[src/rtl/cpu7_csr_wrpipe_pkg.sv]
// Shared widths and op encoding for the CSR write pipeline.
`ifndef LSOC1K_CSR_BIT
`define LSOC1K_CSR_BIT 14
`endif

package cpu7_csr_wrpipe_pkg;

  localparam int unsigned CSR_ADDR_W = `LSOC1K_CSR_BIT;
  localparam int unsigned CSR_DATA_W = 32;
  localparam int unsigned CSR_WCNT_W = 32;

  typedef enum logic {
    CSR_OP_WR   = 1'b0,
    CSR_OP_XCHG = 1'b1
  } csr_op_e;

endpackage

[src/rtl/cpu7_csr_wmerge.sv]
// Masked merge of CSR write data: csrwr writes rd, csrxchg replaces only masked bits.
module cpu7_csr_wmerge #(
  parameter int unsigned DATA_W = 32
) (
  input  logic              xchg,
  input  logic [DATA_W-1:0] wdata,
  input  logic [DATA_W-1:0] mask,
  input  logic [DATA_W-1:0] old,
  output logic [DATA_W-1:0] wdata_mg_c
);

  always_comb begin
    wdata_mg_c = wdata;
    if (xchg) wdata_mg_c = (old & ~mask) | (wdata & mask);
  end

endmodule

[src/rtl/cpu7_csr_wrpipe.sv]
// CSR write pipeline: carries csrwr/csrxchg from decode through e/m/w and commits at w.
// Optional write-commit counter output enabled by CPU7_CSR_WCNT_EN.
module cpu7_csr_wrpipe
  import cpu7_csr_wrpipe_pkg::*;
#(
  parameter int unsigned ADDR_W = CSR_ADDR_W,
  parameter int unsigned DATA_W = CSR_DATA_W
) (
  input  logic              clk,
  input  logic              resetn,
  input  logic              csr_wen_d,
  input  logic [ADDR_W-1:0] csr_waddr_d,
  input  logic              csr_xchg_d,
  input  logic              stall_e,
  input  logic              stall_m,
  input  logic              kill_m,
  input  logic [DATA_W-1:0] csr_wdata_e,
  input  logic [DATA_W-1:0] csr_mask_e,
  input  logic [DATA_W-1:0] csr_old_e,
  output logic              csr_wen_e,
  output logic [ADDR_W-1:0] csr_waddr_e,
  output logic [DATA_W-1:0] csr_wdata_e_mg,
  output logic              csr_wen_m,
  output logic [ADDR_W-1:0] csr_waddr_m,
  output logic [DATA_W-1:0] csr_wdata_m,
  output logic              csr_wen_w,
  output logic [ADDR_W-1:0] csr_waddr_w,
  output logic [DATA_W-1:0] csr_wdata_w
`ifdef CPU7_CSR_WCNT_EN
  ,
  output logic [CSR_WCNT_W-1:0] csr_wcnt
`endif
);

  logic              e_v;
  logic [ADDR_W-1:0] e_addr;
  csr_op_e           e_op;
  logic              m_v;
  logic [ADDR_W-1:0] m_addr;
  logic [DATA_W-1:0] m_data;
  logic              w_v;
  logic [ADDR_W-1:0] w_addr;
  logic [DATA_W-1:0] w_data;
  logic              hold_e;
  logic              hold_m;
  logic [DATA_W-1:0] wdata_mg;

  assign hold_m = stall_m;
  assign hold_e = stall_e | stall_m;

  cpu7_csr_wmerge #(.DATA_W(DATA_W)) u_wmerge (
    .xchg       (e_op == CSR_OP_XCHG),
    .wdata      (csr_wdata_e),
    .mask       (csr_mask_e),
    .old        (csr_old_e),
    .wdata_mg_c (wdata_mg)
  );

  // Stage registers; addr/data always load so invalid stages stay deterministic.
  always_ff @(posedge clk or negedge resetn) begin
    if (!resetn) begin
      e_v    <= 1'b0;
      e_addr <= '0;
      e_op   <= CSR_OP_WR;
      m_v    <= 1'b0;
      m_addr <= '0;
      m_data <= '0;
      w_v    <= 1'b0;
      w_addr <= '0;
      w_data <= '0;
    end else begin
      if (!hold_e) begin
        e_addr <= csr_waddr_d;
        e_op   <= csr_op_e'(csr_xchg_d);
      end
      if (kill_m)       e_v <= 1'b0;
      else if (!hold_e) e_v <= csr_wen_d;

      if (!hold_m) begin
        m_addr <= e_addr;
        m_data <= wdata_mg;
      end
      if (kill_m)       m_v <= 1'b0;
      else if (!hold_m) m_v <= e_v & ~hold_e;

      // A held m must not commit twice, and a killed m never commits.
      w_addr <= m_addr;
      w_data <= m_data;
      w_v    <= m_v & ~hold_m & ~kill_m;
    end
  end

  assign csr_wen_e      = e_v;
  assign csr_waddr_e    = e_addr;
  assign csr_wdata_e_mg = wdata_mg;
  assign csr_wen_m      = m_v;
  assign csr_waddr_m    = m_addr;
  assign csr_wdata_m    = m_data;
  assign csr_wen_w      = w_v;
  assign csr_waddr_w    = w_addr;
  assign csr_wdata_w    = w_data;

`ifdef CPU7_CSR_WCNT_EN
  // Committed-write counter, wraps naturally.
  always_ff @(posedge clk or negedge resetn) begin
    if (!resetn)  csr_wcnt <= '0;
    else if (w_v) csr_wcnt <= csr_wcnt + CSR_WCNT_W'(1);
  end
`endif

endmodule

[config.mk]
export PLATFORM = sky130hd
export DESIGN_NAME = cpu7_csr_wrpipe
export DESIGN_NICKNAME = d
export VERILOG_FILES = /design/src/rtl/cpu7_csr_wrpipe_pkg.sv /design/src/rtl/cpu7_csr_wmerge.sv /design/src/rtl/cpu7_csr_wrpipe.sv
export SDC_FILE = /design/constraint.sdc
export NUM_CORES = 1
export LEC_CHECK = 0
export CAP_MARGIN = 5
export CORE_MARGIN = 3
export CORE_UTILIZATION = 38
export CTS_BUF_LIST = sky130_fd_sc_hd__clkbuf_8
export DETAILED_ROUTE_END_ITERATION = 8
export PLACE_DENSITY = 0.88
export REMOVE_ABC_BUFFERS = 1
export SETUP_SLACK_MARGIN = 0.15
export SYNTH_ARGS = -nofsm -noshare
export SYNTH_HDL_FRONTEND = slang
export SYNTH_HIERARCHICAL = 1
export SYNTH_SLANG_ARGS = --single-unit
export TNS_END_PERCENT = 5
[constraint.sdc]
create_clock -name clk -period 1.57 [get_ports clk]
set_input_delay 0.2355 -clock clk [delete_from_list [all_inputs] [get_ports clk]]
set_output_delay 0.2355 -clock clk [all_outputs]
set_load 0.01 [all_outputs]
Yosys cells after proc, flatten, opt, wreduce, memory -nomap -nowiden
Cells that the tools add are included.
- register bits after elaboration: 110
- bits of input ports: 117
- output and inout port bits: 141
- equality and inequality tests: 2
- multiplexer cells: 5
- bitwise logic cells: 11
- operator list (operator ; count):
    $and A32 B32 Y32 ; 2
    $mux W32 ; 1
    $not A32 Y32 ; 1
    $or A32 B32 Y32 ; 1
    $mux W1 ; 4
    $and A1 B1 Y1 ; 3
    $not A1 Y1 ; 3
    $ne A2 B1 Y1 const B ; 1
    $ne A2 B2 Y1 const B ; 1
    $or A1 B1 Y1 ; 1

Logic depth before layout (Yosys ltp)
Gate-level depths: netlist (run 1).
- word-level depth: 5
- gate-level depth with buffers: 4
- mapped depth without buffers: 3

Cells and area by module
Netlist (run 1), hierarchy kept.
- modules (own cells, without submodules) (module ; instances ; cells each ; area an instance (sq um)):
    cpu7_csr_wrpipe ; 1 ; 186 ; 3544.6
    cpu7_csr_wmerge ; 1 ; 67 ; 688.2

Worst setup path before layout (run 1)
Ideal clock, no wire load.
- path type: reg2reg
- start: reg e_op
- end: reg m_data[10] (netlist: csr_wdata_m[10])
- setup time: 0.125 ns
- data arrival time: 1.221 ns
- path slack: 0.224 ns
- stages on the path, launching flop included: 5
- path buffers: 1
- path through: dfrtp_1 -> buf_2 -> nand2b_1 -> mux2_4 -> mux2_2
- longest elaborated chain between the ends: 1
- RTL lines (item ; RTL line ; source):
    start, declared ; cpu7_csr_wrpipe.sv:37 ; csr_op_e e_op;
    start signal, assigned ; cpu7_csr_wrpipe.sv:74 ; e_op <= csr_op_e'(csr_xchg_d);
    $mux W32 ; cpu7_csr_wmerge.sv:14 ; if (xchg) wdata_mg_c = (old & ~mask) | (wdata & mask);
    net csr_wdata_e_mg[10] ; cpu7_csr_wrpipe.sv:22 ; output logic [DATA_W-1:0] csr_wdata_e_mg,
    end signal, assigned ; cpu7_csr_wrpipe.sv:81 ; m_data <= wdata_mg;
    end, declared ; cpu7_csr_wrpipe.sv:40 ; logic [DATA_W-1:0] m_data;
The timed path passes the listed nets, and every way through them passes these cells.
A chain may end at the register's enable or synchronous reset.

Final worst setup path (run 1)
- start: reg e_op
- end: out csr_wdata_e_mg[21]
- longest elaborated chain between the ends: 1
- RTL lines (item ; RTL line):
    $mux W32 ; cpu7_csr_wmerge.sv:14
    end, declared ; cpu7_csr_wrpipe.sv:22
Every way passes these cells.

==> results of run 1 <==
-- placed cells by master (no fill, tap or decap) --
cell type | Yosys | routed
sky130_fd_sc_hd__clkdlybuf4s50_1 | 0 | 114
sky130_fd_sc_hd__dfrtp_1 | 110 | 109
sky130_fd_sc_hd__dlygate4sd2_1 | 0 | 109
sky130_fd_sc_hd__mux2_2 | 63 | 59
sky130_fd_sc_hd__mux2_4 | 30 | 34
sky130_fd_sc_hd__buf_6 | 2 | 23
sky130_fd_sc_hd__nand2b_4 | 0 | 18
sky130_fd_sc_hd__nand2b_1 | 32 | 14
sky130_fd_sc_hd__clkbuf_8 | 0 | 10
sky130_fd_sc_hd__buf_2 | 7 | 7
sky130_fd_sc_hd__clkbuf_2 | 0 | 7
sky130_fd_sc_hd__buf_4 | 1 | 6
sky130_fd_sc_hd__buf_12 | 0 | 5
sky130_fd_sc_hd__a21oi_1 | 2 | 2
sky130_fd_sc_hd__clkinv_2 | 0 | 2
sky130_fd_sc_hd__inv_6 | 0 | 2
sky130_fd_sc_hd__clkbuf_16 | 0 | 2
sky130_fd_sc_hd__nor3b_1 | 1 | 1
sky130_fd_sc_hd__nor2_4 | 1 | 1
sky130_fd_sc_hd__or3b_1 | 1 | 1
sky130_fd_sc_hd__o21ai_0 | 1 | 1
sky130_fd_sc_hd__nand2_1 | 1 | 1
sky130_fd_sc_hd__or3b_2 | 1 | 1
sky130_fd_sc_hd__clkinvlp_4 | 0 | 1
sky130_fd_sc_hd__clkinv_4 | 0 | 1
sky130_fd_sc_hd__dfrtp_2 | 0 | 1
sky130_fd_sc_hd__dlygate4sd3_1 | 0 | 1
sky130_fd_sc_hd__buf_8 | 0 | 1
-- power groups by stage --
stage	Clock (mW)	Combinational [mW]	Sequential, mW
after floorplan	0	0.528	3.78
after global placement	0	2.35	3.55
after detailed placement	0	2.40	3.59
after CTS	1.61	2.04	3.51
after global routing	1.72	2.35	3.57
final	1.55	2.20	3.51
-- area by class of cell --
class,instances,area share
multi-input cells,133,0.2140
repair buffers,275,0.3616
clock inverters,6,0.005986
clock buffers,10,0.01881
flip-flops and latches,110,0.3764
well taps,136,0.02326
-- worst max-delay path, delay by kind of cell (launching register included) --
kind,cells,cell delay (ps)
AND/OR/NAND/NOR,1,100
flip-flops,1,500
buffers and inverters,2,320
multiplexers,1,310
-- per-layer routing --
metal	part of all wire	global-route usage	vias up
met3	0.085	0.06413	19
li1	-	-	1424
met2	0.55	0.3402	168
met4	0.021	0.05921	2
met5	0.0011	0	-
met1	0.34	0.1923	1515
-- cell families (layout without fill, tap and decap cells) --
kind of cell,after synthesis,in the layout,synth area share
AND/OR/NAND/NOR,37,37,0.05675
flip-flops,110,110,0.6503
multiplexers,93,93,0.2740
AO/OA/AOI/OAI,3,3,0.003546
buffers and inverters,10,291,0.01537
-- stage by stage --
stage / cell area (um2) / cells / util / setup WS (ps)
2_1_floorplan: 4168 / 243 / - / -75.18
3_3_place_gp: 7056 / 648 / 0.6684 / -298.6
3_5_place_dp: 7056 / 648 / 0.6684 / -305.9
4_1_cts: 7058 / 665 / 0.6687 / -344.8
5_1_grt: 7316 / 670 / 0.6931 / -327.8
6_report: 7316 / 670 / 0.6931 / -240.2
-- flip-flops by register name, indices dropped and copies added (netlist names) --
register / cells
csr_waddr_w: 14
e_op: 1
csr_waddr_e: 14
csr_wdata_w: 32
csr_wen_e: 1
csr_wen_m: 1
csr_waddr_m: 14
csr_wdata_m: 32
csr_wen_w: 1
-- repair_timing --
item                                    in CTS  in global routing
cloned                                       0                  3
endpoints found under the setup margin     145                 42
buffers inserted                             0                  2
resized for setup                          201                 78
pin swaps                                    0                  0
endpoints found under the hold margin       21                  0
hold buffers                                 1                  0
-- worst min path at each step --
stage                       start             end  slack [ps]  cells after the start
after floorplan            resetn  csr_waddr_e[0]         -60                      0
after global placement     resetn  csr_waddr_w[8]         150                      1
after detailed placement   resetn  csr_waddr_w[8]         160                      1
after CTS                 stall_m       csr_wen_w         290                      2
after global routing      stall_m       csr_wen_w         290                      2
final                     stall_m       csr_wen_w         300                      2
==> results list, run 1 <==
- The run finished, with violations left.
- The checks that failed: setup timing.
- The Yosys step of the flow raised 6 warnings.
- The routed layout has 3,128 vias.
* Async set or reset register ratio after synthesis: 1.000
- The internal power of the cells totals 5.195 mW.
- GPL Wtd Cong: 0.8408
- The floorplan step defined a die boundary enclosing 12,440 um2.
- Register Area: 2754 um2
- Max clock buf depth: 2
* R2R Path End: csr_wdata_m[6]
- Critical path peak fanout: 7
- Sorting the synthesized cells by how often they occur yields sky130_fd_sc_hd__dfrtp_1 (110), sky130_fd_sc_hd__mux2_2 (63), sky130_fd_sc_hd__nand2b_1 (32), sky130_fd_sc_hd__mux2_4 (30), sky130_fd_sc_hd__buf_2 (7).
- Global-route wire length before repair: 18.06 mm
- STA puts the critical path data arrival time at 1570 ps.
- Port-buffer cells: 257
* Tot Pwr: 7.260 mW
* Number of enable flip-flop cells after synthesis: 0
- DR vias/cell: 4.669
* Combined area of all synthesized cells: 4233 um2
- Num CTS Buffers: 9
* Inserted Diodes: 0
- Once detail routing completed, the nets flagged for antenna violations numbered 0.
- Across all setup checks in the final design, the least slack found is -240.2 ps.
* Pre-Repair DR Iteration Count: 4
- Routed wirelength normalized by instance count: 17.84 um
- After detailed routing, the total wire length is 11.95 mm.
- The worst register-to-register path has a depth of 6.
* Insertion delay of the later-clocked pin in the worst-skew pair: 350 ps
- Register-to-Register Setup Slack: -120 ps
* Chain of cells forming the critical path: buf_12 -> nand2b_1 -> mux2_4 -> buf_2
* Number of remaining DRC errors: 0
* Pin count of the biggest net entering global routing: 51
- Total area of multi-input combinational cells: 1565 um2
- At the worst endpoint, the required time is 1330 ps.
* Number of cells produced by synthesis: 253
* Layout net count: 646
* # IOs: 258
- Initial Util: 0.4010
- Based on the critical path, the design can be clocked at up to 0.5524 GHz.
- The worst register-to-register path begins at e_op.
- On the critical path, the stage with the largest delay is an instance of sky130_fd_sc_hd__dfrtp_2.
* Hold WC Path Type: in -> reg
* Max stage delay on crit path: 500 ps
- The setup path with the least slack is of type reg -> out.
- Root Buffer: sky130_fd_sc_hd__clkbuf_8
- In this run the static leakage power is 3.445 nW.
- Combinational group share of total power: 0.304
* Number of rows created at floorplan: 37
* Largest voltage drop on the vdd net: 577.6 uV
* Post-synth top area share: 0.6503
* Hold Worst Slack: 298.6 ps
* Die X-Extent: 111.5 um
* Yosys cell types: 14
- Post-detailed-placement half-perimeter wirelength: 9.262 mm
* CTS clock-pin slew for the worst setup and hold paths: 90 ps
- After routing, the total negative slack on setup checks comes to -6954 ps.
* Count of H-tree levels built during CTS: 3
- Total count of hold-check failures in the final report: 0
- In this run the worst setup path begins at e_op.
* Part of the Yosys area used for sequential elements: 0.6503
* CTS Sinks: 110
- The floorplan step set the die height to 111.5 um.
* Critical path capture point type: primary output
* Area growth from synthesis to final layout: 72.83%
- Power per unit of standard cell area: 992.4 nW/um2
- Filler cell count in the final layout: 740
- Relative slew margins: 0.7806
- The number of antenna violations at the first check in global routing came to 1.
- Cell type contributing the most total cell area after synthesis: sky130_fd_sc_hd__dfrtp_1
- Slew of the pin with the lowest slew margin: 329.1 ps
* Slew Limit Fails: 0
- In the global route stage, overall resource usage came out at 0.1829.
* Post-synthesis register bit count: 110
- Setup violations remaining at the end of the flow were counted as 36.
* Post-Route Skew: 15.54 ps
- Largest cells by area after synthesis: sky130_fd_sc_hd__dfrtp_1 (65%), sky130_fd_sc_hd__mux2_2 (17%), sky130_fd_sc_hd__mux2_4 (11%), sky130_fd_sc_hd__nand2b_1 (4.7%), sky130_fd_sc_hd__buf_2 (0.83%)
* Crit path to: csr_wdata_e_mg[21]
- Most common cell in the netlist: sky130_fd_sc_hd__dfrtp_1
* Leading register cell type out of synthesis: sky130_fd_sc_hd__dfrtp_1
- Relative contribution of the clock network to total power: 0.213
- A synthesized cell averages 16.73 um2.
- Number of violations reported at the end of detailed-routing iteration 0: 71
- Core footprint: 10,560 um2
- Across the run, the number of max-cap violations was 0.
- Startpoint class of the critical path: register
- Part of the total power dissipated in sequential elements: 0.483
- Net switching component of the power: 2.065 mW
* TritonCTS clock tree: done
- Global routing finished with a remaining overflow of 0.
- Setup repair after global routing missed its margin: yes
- Time the worst path needs with I/O delays and setup: 1810 ps
- Number of global-route vias before repair: 3,485
- Fin crit share: 1.153
- Switching portion of total power: 0.2845
- In the final layout, the share of cells above drive strength 1 is 0.3390.
Power figures use the tool's default switching activity.
==> run 2, diff against run 1 <==
CTS_CLUSTER_DIAMETER = 150   (was default)
REMOVE_ABC_BUFFERS = default   (was 1)
==> results list, run 2 (synthesis gave the netlist of run 1 again) <==
- Max clock buf depth: 2 (unchanged)
- CTS placed an instance of sky130_fd_sc_hd__clkbuf_8 at the clock tree root.
- The share of layout cells above drive strength 1 was 0.3481 (+0.009197).
* Maximum clock frequency: 0.5414 GHz (-2.0%)
* Routed wirelength normalized by instance count: 19.28 um (+8.1%)
- Count of buffer and inverter cells on the critical path: 2 (unchanged)
- The area growth from synthesis to layout is 74.05%.
- Outcome: finished with violations
* Layout net count: 652 (+0.93%)
* Critical path peak fanout: 8 (+1)
* Inserted Diodes: 0 (unchanged)
* Vertical extent of the die: 111.5 um (unchanged)
* Startpoint class of the critical path: register
- The initial cell density of the core came to 0.4010 (unchanged).
- The global-route wire length before repair came to 19.14 mm (+6.0%).
- Startpoint of the most critical setup path: e_op
* Crit-path slowest cell: sky130_fd_sc_hd__dfrtp_2
- The total iterations of the first detailed-routing run was 4 (unchanged).
- The worst register-to-register path begins at e_op.
* GPL Wtd Cong: 0.8367 (-0.49%)
* Post-detailed-placement half-perimeter wirelength: 9.653 mm (+4.2%)
- Kind of critical path: reg -> out
- Worst endpoint required time: 1330 ps (about the same)
- The max-cap violation count was 0 (unchanged).
- TritonCTS clock tree: done
* Commonest cells after routing, fill and taps aside: sky130_fd_sc_hd__clkdlybuf4s50_1 (114), sky130_fd_sc_hd__dfrtp_1 (109), sky130_fd_sc_hd__dlygate4sd2_1 (109)
- Slew of the pin with the lowest slew margin: 452.4 ps (+123.2 ps)
* Fin crit share: 1.177 (+0.02356)
- The cell total after placement was 654 (+0.93%).
- DRT Wirelength: 13.03 mm (+9.1%)
* Number of setup violations in the final report: 41 (+14%)
* Violated checks: setup timing
- Chain of cells forming the critical path: clkbuf_16 -> nand2b_4 -> mux2_4 -> buf_6
* DRT antenna net count: 0 (unchanged)
* GRT Residual Overflow: 0 (unchanged)
- Among cell families on the critical path, the largest total delay comes from flip-flops.
- Final worst setup slack: -277.2 ps (-36.99 ps)
- Total count of hold-check failures in the final report: 0 (unchanged)
- The maximum number of pins on one net before global-route repair was 47 (-7.8%).
* Hold Worst Slack: 293.2 ps (-5.330 ps)
- The worst setup path is captured at a primary output.
- The final setup skew is 15.37 ps (-0.1643 ps).
- Max stage delay on crit path: 510 ps (about the same)
- Leakage power: 3.468 nW (+0.65%)
* GRT Overall Usage: 0.1953 (+0.01236)
- The detailed router's first-iteration violation count was 74 (+4.2%).
- Port-buffer cells: 257 (unchanged)
- Number of rows created at floorplan: 37 (unchanged)
- The time the worst path needs with I/O delays and setup came to 1847 ps (+36.99 ps).
* Critical path arrival: 1610 ps (+40 ps)
- Insertion delay of the later-clocked pin in the worst-skew pair: 360 ps (about the same)
- Num CTS Buffers: 9 (unchanged)
* Post-synthesis net count: 370
- The library cell used most frequently in the layout, excluding fill and tap cells, is sky130_fd_sc_hd__clkdlybuf4s50_1.
- Number of standard cells in the final layout excluding fillers: 676 (+0.90%)
* # IOs: 258 (unchanged)
- The vias per cell came to 4.686 (+0.38%).
* Number of remaining DRC errors: 0 (unchanged)
- The core footprint is 10,560 um2 (unchanged).
- The worst max-slew margin expressed relative to the limit came to 0.6984 (-0.08216).
* Die X-Extent: 111.5 um (unchanged)
* Slew Limit Fails: 0 (unchanged)
- Largest voltage drop on the vdd net: 623.4 uV (+7.9%)
- Count of H-tree levels built during CTS: 3 (unchanged)
- The number of global-route vias before repair is 3,446 (-1.1%).
- Worst slack at placement: -330.7 ps (-24.76 ps)
- The number of antenna violations at the first check in global routing came to 0 (-1).
- The clock slew seen by the registers of the worst setup and hold paths came to 110 ps (+20 ps).
- Die area: 12,440 um2 (unchanged)
* Accumulated negative setup slack: -7971 ps (-1018 ps)
* CTS Sinks: 110 (unchanged)
- Post-layout utilization of the core: 0.6980 (+0.004860)
- Setup repair after global routing could not meet its margin everywhere.
- The number of vias in the routed layout is 3,168 (+1.3%).
- Power per unit of standard cell area: 996.9 nW/um2 (+0.45%)
- Hold WC Path Type: in -> async
run 2: repair_timing:
action	4_1_cts	5_1_grt
resized for setup	190	85
pin swaps	0	0
endpoints found under the setup margin	151	46
gates cloned	0	4
buffers inserted	0	1
hold buffers	1	0
endpoints found under the hold margin	20	0
run 2: layout make-up:
class                           instances  area, um2
Clock inverter                          7      55.05
Timing Repair Buffer                  281       2706
Tap cell                              136      170.2
Fill cell                             767       3188
Sequential cell                       110       2754
Clock buffer                            9      123.9
Multi-Input combinational cell        133       1558
run 2: path summary, 6_finish.rpt:
kind                                          end  slack [ps]  cells after the start
worst min register to register    csr_wdata_w[26]         390                      0
max in group asynchronous                    e_op         720                      3
min in group clk                  csr_wdata_w[26]         390                      0
worst max-delay path            csr_wdata_e_mg[1]        -280                      4
worst min-delay path               csr_waddr_w[9]         290                      2
worst max register to register    csr_wdata_m[26]         -50                      5
run 2: metrics by stage:
stage	power [mW]	instance area [um2]
2_1_floorplan	4.346	4233
3_3_place_gp	5.931	7113
3_5_place_dp	6.024	7113
4_1_cts	7.223	7149
5_1_grt	7.723	7367
6_report	7.344	7367
run 2: layer usage:
layer  track usage  share of wire
met5             0              0
met3       0.04620          0.068
met1        0.2173           0.35
met2        0.3671           0.56
met4       0.06083          0.022
run 2: power breakdown:
part           leakage [nW]  switching [mW]  internal [mW]  total, mW
clock                0.0919           0.965          0.598       1.56
sequential             1.29           0.241           3.27       3.51
combinational          2.08           0.956           1.31       2.27
total                  3.47            2.16           5.18       7.34
==> run 3, diff against run 2 <==
SLEW_MARGIN = 10   (was default)
==> results of run 3 <==
The final DEF is identical to that of run 2; final timing and power are the same.
